`config.mk`:
```
export PLATFORM = sky130hd
export DESIGN_NAME = pass_scheduler
export DESIGN_NICKNAME = d
export VERILOG_FILES = /design/src/rtl/pass_scheduler.sv
export SDC_FILE = /design/constraint.sdc
export NUM_CORES = 1
export LEC_CHECK = 0
export ABC_AREA = 1
export BUFFER_PORTS_ARGS = -buffer_cell sky130_fd_sc_hd__buf_2
export CAP_MARGIN = 20
export CORE_MARGIN = 8
export CORE_UTILIZATION = 45
export CTS_BUF_LIST = sky130_fd_sc_hd__clkbuf_16
export CTS_CLUSTER_DIAMETER = 80
export CTS_CLUSTER_SIZE = 20
export DETAILED_ROUTE_END_ITERATION = 8
export HOLD_SLACK_MARGIN = 0.15
export PLACE_DENSITY_LB_ADDON = 0.08
export SLEW_MARGIN = 15
export SYNTH_ARGS = -nofsm -noshare
export SYNTH_HDL_FRONTEND = slang
export SYNTH_SLANG_ARGS = --single-unit
export TNS_END_PERCENT = 10
```
`constraint.sdc`:
```
create_clock -name clk -period 3.06 [get_ports clk]
set_input_delay 0.459 -clock clk [delete_from_list [all_inputs] [get_ports clk]]
set_output_delay 0.459 -clock clk [all_outputs]
set_load 0.01 [all_outputs]
```
`src/rtl/pass_scheduler.sv`:
```
// Walks an m-outer / c-inner tile loop, handing one pass at a time to a pass controller via a run/done level handshake.
// Outputs are registered off the next state. Passes advance only after pass_done drops, and abort returns to IDLE on the next edge.
module pass_scheduler #(
    parameter int ADDR_BITS = 32,
    parameter int CNT_BITS  = 8
) (
    input  logic                 clk,
    input  logic                 rst,
    input  logic                 start,
    input  logic                 abort,
    input  logic [CNT_BITS-1:0]  num_m,
    input  logic [CNT_BITS-1:0]  num_c,
    input  logic [ADDR_BITS-1:0] filter_base,
    input  logic [ADDR_BITS-1:0] ifmap_base,
    input  logic [ADDR_BITS-1:0] bias_base,
    input  logic [ADDR_BITS-1:0] opsum_base,
    input  logic [ADDR_BITS-1:0] filter_stride,
    input  logic [ADDR_BITS-1:0] ifmap_stride,
    input  logic [ADDR_BITS-1:0] bias_stride,
    input  logic [ADDR_BITS-1:0] opsum_stride,
    output logic                 pass_run,
    input  logic                 pass_done,
    output logic                 bias_ipsum_sel,
    output logic [ADDR_BITS-1:0] filter_addr,
    output logic [ADDR_BITS-1:0] ifmap_addr,
    output logic [ADDR_BITS-1:0] bias_addr,
    output logic [ADDR_BITS-1:0] opsum_addr,
    output logic [CNT_BITS-1:0]  m_idx,
    output logic [CNT_BITS-1:0]  c_idx,
    output logic                 busy,
    output logic                 done,
    output logic                 aborted
);

    typedef enum logic [1:0] {IDLE, RUN, DRAIN, FINISH} state_t;

    state_t state, state_nxt;

    logic [CNT_BITS-1:0]  num_m_q;
    logic [CNT_BITS-1:0]  num_c_q;
    logic [ADDR_BITS-1:0] filter_stride_q;
    logic [ADDR_BITS-1:0] ifmap_stride_q;
    logic [ADDR_BITS-1:0] bias_stride_q;
    logic [ADDR_BITS-1:0] opsum_stride_q;
    logic [ADDR_BITS-1:0] ifmap_base_q;

    logic last_c;
    logic last_pass;
    logic take_start;
    logic take_abort;
    logic advance;

    assign last_c     = (c_idx == num_c_q - CNT_BITS'(1));
    assign last_pass  = last_c && (m_idx == num_m_q - CNT_BITS'(1));
    assign take_start = (state == IDLE) && start;
    assign take_abort = ((state == RUN) || (state == DRAIN)) && abort;
    assign advance    = (state == DRAIN) && !abort && !pass_done && !last_pass;

    always_ff @(posedge clk) begin
        if (rst) begin
            state <= IDLE;
        end else begin
            state <= state_nxt;
        end
    end

    always_comb begin
        state_nxt = state;
        case (state)
            IDLE: begin
                if (start) begin
                    state_nxt = ((num_m != '0) && (num_c != '0)) ? RUN : FINISH;
                end
            end
            RUN: begin
                if (abort) begin
                    state_nxt = IDLE;
                end else if (pass_done) begin
                    state_nxt = DRAIN;
                end
            end
            DRAIN: begin
                // pass_done must fall before the next pass may start
                if (abort) begin
                    state_nxt = IDLE;
                end else if (!pass_done) begin
                    state_nxt = last_pass ? FINISH : RUN;
                end
            end
            FINISH:  state_nxt = IDLE;
            default: state_nxt = IDLE;
        endcase
    end

    always_ff @(posedge clk) begin
        if (rst) begin
            pass_run        <= 1'b0;
            busy            <= 1'b0;
            done            <= 1'b0;
            aborted         <= 1'b0;
            bias_ipsum_sel  <= 1'b0;
            filter_addr     <= '0;
            ifmap_addr      <= '0;
            bias_addr       <= '0;
            opsum_addr      <= '0;
            m_idx           <= '0;
            c_idx           <= '0;
            num_m_q         <= '0;
            num_c_q         <= '0;
            filter_stride_q <= '0;
            ifmap_stride_q  <= '0;
            bias_stride_q   <= '0;
            opsum_stride_q  <= '0;
            ifmap_base_q    <= '0;
        end else begin
            pass_run <= (state_nxt == RUN);
            busy     <= (state_nxt != IDLE);
            done     <= (state_nxt == FINISH);
            aborted  <= take_abort;
            if (take_start) begin
                num_m_q         <= num_m;
                num_c_q         <= num_c;
                filter_stride_q <= filter_stride;
                ifmap_stride_q  <= ifmap_stride;
                bias_stride_q   <= bias_stride;
                opsum_stride_q  <= opsum_stride;
                ifmap_base_q    <= ifmap_base;
                filter_addr     <= filter_base;
                ifmap_addr      <= ifmap_base;
                bias_addr       <= bias_base;
                opsum_addr      <= opsum_base;
                m_idx           <= '0;
                c_idx           <= '0;
                bias_ipsum_sel  <= 1'b1;
            end else if (advance) begin
                filter_addr <= filter_addr + filter_stride_q;
                if (last_c) begin
                    // new output tile: restart the ifmap walk and seed with bias again
                    c_idx          <= '0;
                    ifmap_addr     <= ifmap_base_q;
                    m_idx          <= m_idx + CNT_BITS'(1);
                    bias_addr      <= bias_addr + bias_stride_q;
                    opsum_addr     <= opsum_addr + opsum_stride_q;
                    bias_ipsum_sel <= 1'b1;
                end else begin
                    c_idx          <= c_idx + CNT_BITS'(1);
                    ifmap_addr     <= ifmap_addr + ifmap_stride_q;
                    bias_ipsum_sel <= 1'b0;
                end
            end
        end
    end

endmodule
```
==> out/qor.txt <==
Most frequent cell after synthesis: nand2_1
Layout cells sized above 1: 12.3%
Largest net degree at the start of global routing: 187
DRT antenna net count: 0
EDFF count, synth: 0
Critical Path Fanout Max: 31
Clk root buf: clkbuf_16
Simple-gate share of the synthesized area: 37.6%
Cell Area, Synth: 22600 µm²
Main combinational cell family by area after synthesis: simple AND/OR/NAND/NOR gates
Sw frac: 41.2%
CP startpoint kind: flop
Via-to-Cell Ratio: 4.98
Yosys cell types: 48
Arrival time at the worst endpoint: 3.20 ns
Register clock-pin slew on the reported worst setup and hold paths: 0.08 ns
Worst-margin pin slew: 0.974 ns
Hold Path Class: in2reg
Synth async-reset ratio: 0%
Clk pwr share: 21.3%
Compound-gate portion of the synthesized area: 12.7%
Crit Path Class: reg2reg
Cells after synthesis: 3750
FF-to-FF Start: num_c_q[0]$_SDFFE_PP0P_
Die Y: 240 µm
Period Utilization, post-route: 89.5%
TritonCTS Buffers: 23
Power, Total: 15.1 mW
Int Pwr: 8.86 mW
Total Neg Setup Slack: 0 ns
Skew-Pair Late Insertion Delay: 0.57 ns
Adder-Cell Fraction of Synth Area: 7.66%
Fin util: 54.3%
Vias in the first global route: 23.2k
CTS tree: done
Drt first pass iters: 6
Synth top area share: 29.0%
DR WL/cell: 16.0 µm
Top post-synthesis cells by area: dfxtp_1 29%, nand2_1 19%, nor2_1 9.5%
RSZ-0062 raised after global routing: false
Comb pwr share: 42.3%
Die width: 240 µm
Crit path required time: 3.52 ns
CP Capture Type: flop
Clock Sinks: 327
Pwr dens: 556 nW/µm²
Switching power: 6.20 mW
Core area: 49900 µm²
WL final: 78.1 mm
DR iter-0 viols: 1629
Clock skew: 0.0126 ns
Hpwl dp: 60.3 mm
Post-layout nets: 4612
Synth area leader: dfxtp_1
FMAX: 0.365 GHz
Hold Fails Final Rpt: 0
H-tree depth: 1
I/O pins: 426
Hold path start: bias_stride[23]
Port-buffer cells: 425
Register area share after synthesis: 29.0%
Rows: 82
DRC viols: 0
Status: completed
Initial antenna violation count: 9
Max IR drop VDD: 478 µV
Synth Flop Type: dfxtp_1
Final GP Congestion: 0.949
Pleak: 14.4 nW
Slew headroom: 35.0%
Number of max-cap violations: 0
Die Area: 57600 µm²
Area growth from synthesis to layout: 19.9%
Mapped Nets: 4163
Mean post-synth cell area: 6.03 µm²
Via count: 24.4k
Synthesis warning total: 0
Crit. Startpoint: num_c_q[0]$_SDFFE_PP0P_
Min cycle time layout: 2.74 ns
Synth top cells by count: 1138 x nand2_1, 570 x nor2_1, 449 x inv_1, 327 x dfxtp_1, 277 x o21ai_0
Multiplexer share of the synthesized area: 0.399%
Setup-failing EPs final: 0
Initial Util: 45.3%
Fin. max-slew vios: 0
First-pass GRT wire length: 123 mm
GRT Total Usage: 26.0%
CTS max path bufs: 3
Post-Synth XOR/XNOR Area: 2.43%
Yosys reg bits: 327
Seq pwr share: 36.4%
GRT overflow: 0
==> flip-flops by register name, summed over array words and instances, names as in the netlist, 32 cells and up <==
name             count
opsum_stride_q      32
bias_stride_q       32
ifmap_addr          32
ifmap_base_q        32
filter_stride_q     32
bias_addr           32
opsum_addr          32
filter_addr         32
ifmap_stride_q      32
==> routing by layer <==
layer	track usage [%]	vias to the layer above	wire, µm	part of all wire, %
met5	0	-	26	0.033
met1	33.5	10900	34700	44
met4	6.54	4	1890	2.4
met3	4.86	95	4990	6.4
li1	-	12800	-	-
met2	44.4	573	36500	47
==> final cells by class <==
cell class,count,area [µm²]
clock inverters,16,159
diodes,7,17.5
clock buffers,23,576
inverters,454,1720
fillers,5280,22800
well taps,672,841
flip-flops and latches,327,6550
repair buffers,557,3480
multi-input cells,2836,13800
==> critical path, cell delays in order (launching register included) <==
cell,delay [ns]
dfxtp_1,0.34
inv_2,0.07
ha_1,0.30
inv_1,0.06
nand2_1,0.04
nand2_1,0.07
nand2_1,0.05
nor2_1,0.17
nand4_2,0.20
nor2_8,0.24
nand2_4,0.12
nand2_4,0.24
nand2_4,0.22
buf_6,0.28
o21ai_0,0.17
nor2_1,0.06
==> worst paths after layout <==
kind / to / slack (ns) / cells after the start
worst min-delay path: bias_stride_q[23]$_SDFFE_PP0P_ / 0.17 / 3
worst max register to register: filter_addr[15]$_SDFFE_PP0P_ / 0.32 / 15
worst min register to register: ifmap_base_q[22]$_SDFFE_PP0P_ / 0.47 / 2
worst max-delay path: filter_addr[15]$_SDFFE_PP0P_ / 0.32 / 15
==> layout by cell type, fill, tap and decap left out, types with 8 or more instances in the layout <==
cell           Yosys  layout
dlygate4sd3_1      0     105
dfxtp_1          327     327
inv_1            449     448
nand2_1         1138    1137
a21oi_1          184     184
nor3_1            22      22
o21ai_1           18      18
o21ai_0          277     277
mux2i_1            9       9
o211ai_1           8       8
xnor2_1           34      34
or2_2             10      10
o22ai_1           35      35
ha_1             132     132
nand3b_1          36      36
nor2_1           570     570
o21bai_1          11      11
clkbuf_16          0      23
nand3_1          249     249
nand4_1           37      37
xor2_1            25      25
buf_4              6      18
buf_2             11     425
==> logic make-up (layout without fill, tap and decap cells) <==
| family | count (synthesis) | in the layout |
|---|---|---|
| XOR/XNOR | 61 | 61 |
| AO/OA/AOI/OAI | 548 | 548 |
| AND/OR/NAND/NOR | 2082 | 2082 |
| adder cells (fa/ha/maj) | 136 | 136 |
| buffers and inverters | 587 | 1050 |
| flip-flops | 327 | 327 |
| multiplexers | 9 | 9 |
| other | 0 | 7 |
==> repair_timing <==
item	CTS	global route
hold endpoints to repair	105	0
gates resized for setup	0	3
buffers inserted	0	0
setup endpoints to repair	0	15
hold buffers	105	0
==> stage by stage <==
step / setup slack, ns / hold slack, ns / area, µm² / instances
CTS: 0.267 / 0.150 / 27100 / 4885
global placement: 0.336 / 0.460 / 25300 / 4741
detailed placement: 0.277 / 0.459 / 25300 / 4741
finish: 0.321 / 0.166 / 27100 / 4892
floorplan: 0.919 / 0.446 / 22600 / 3750
global route: 0.00684 / 0.172 / 27100 / 4889
==> power groups by stage <==
| stage | Combinational (mW) | Sequential, mW | Clock, mW |
|---|---|---|---|
| 6_report | 6.37 | 5.48 | 3.21 |
| 5_1_grt | 7.22 | 5.56 | 3.45 |
| 4_1_cts | 6.39 | 5.48 | 3.33 |
| 3_5_place_dp | 6.25 | 5.57 | 0 |
| 3_3_place_gp | 6.23 | 5.57 | 0 |
| 2_1_floorplan | 4.30 | 5.54 | 0 |
Power figures use the tool's default switching activity.
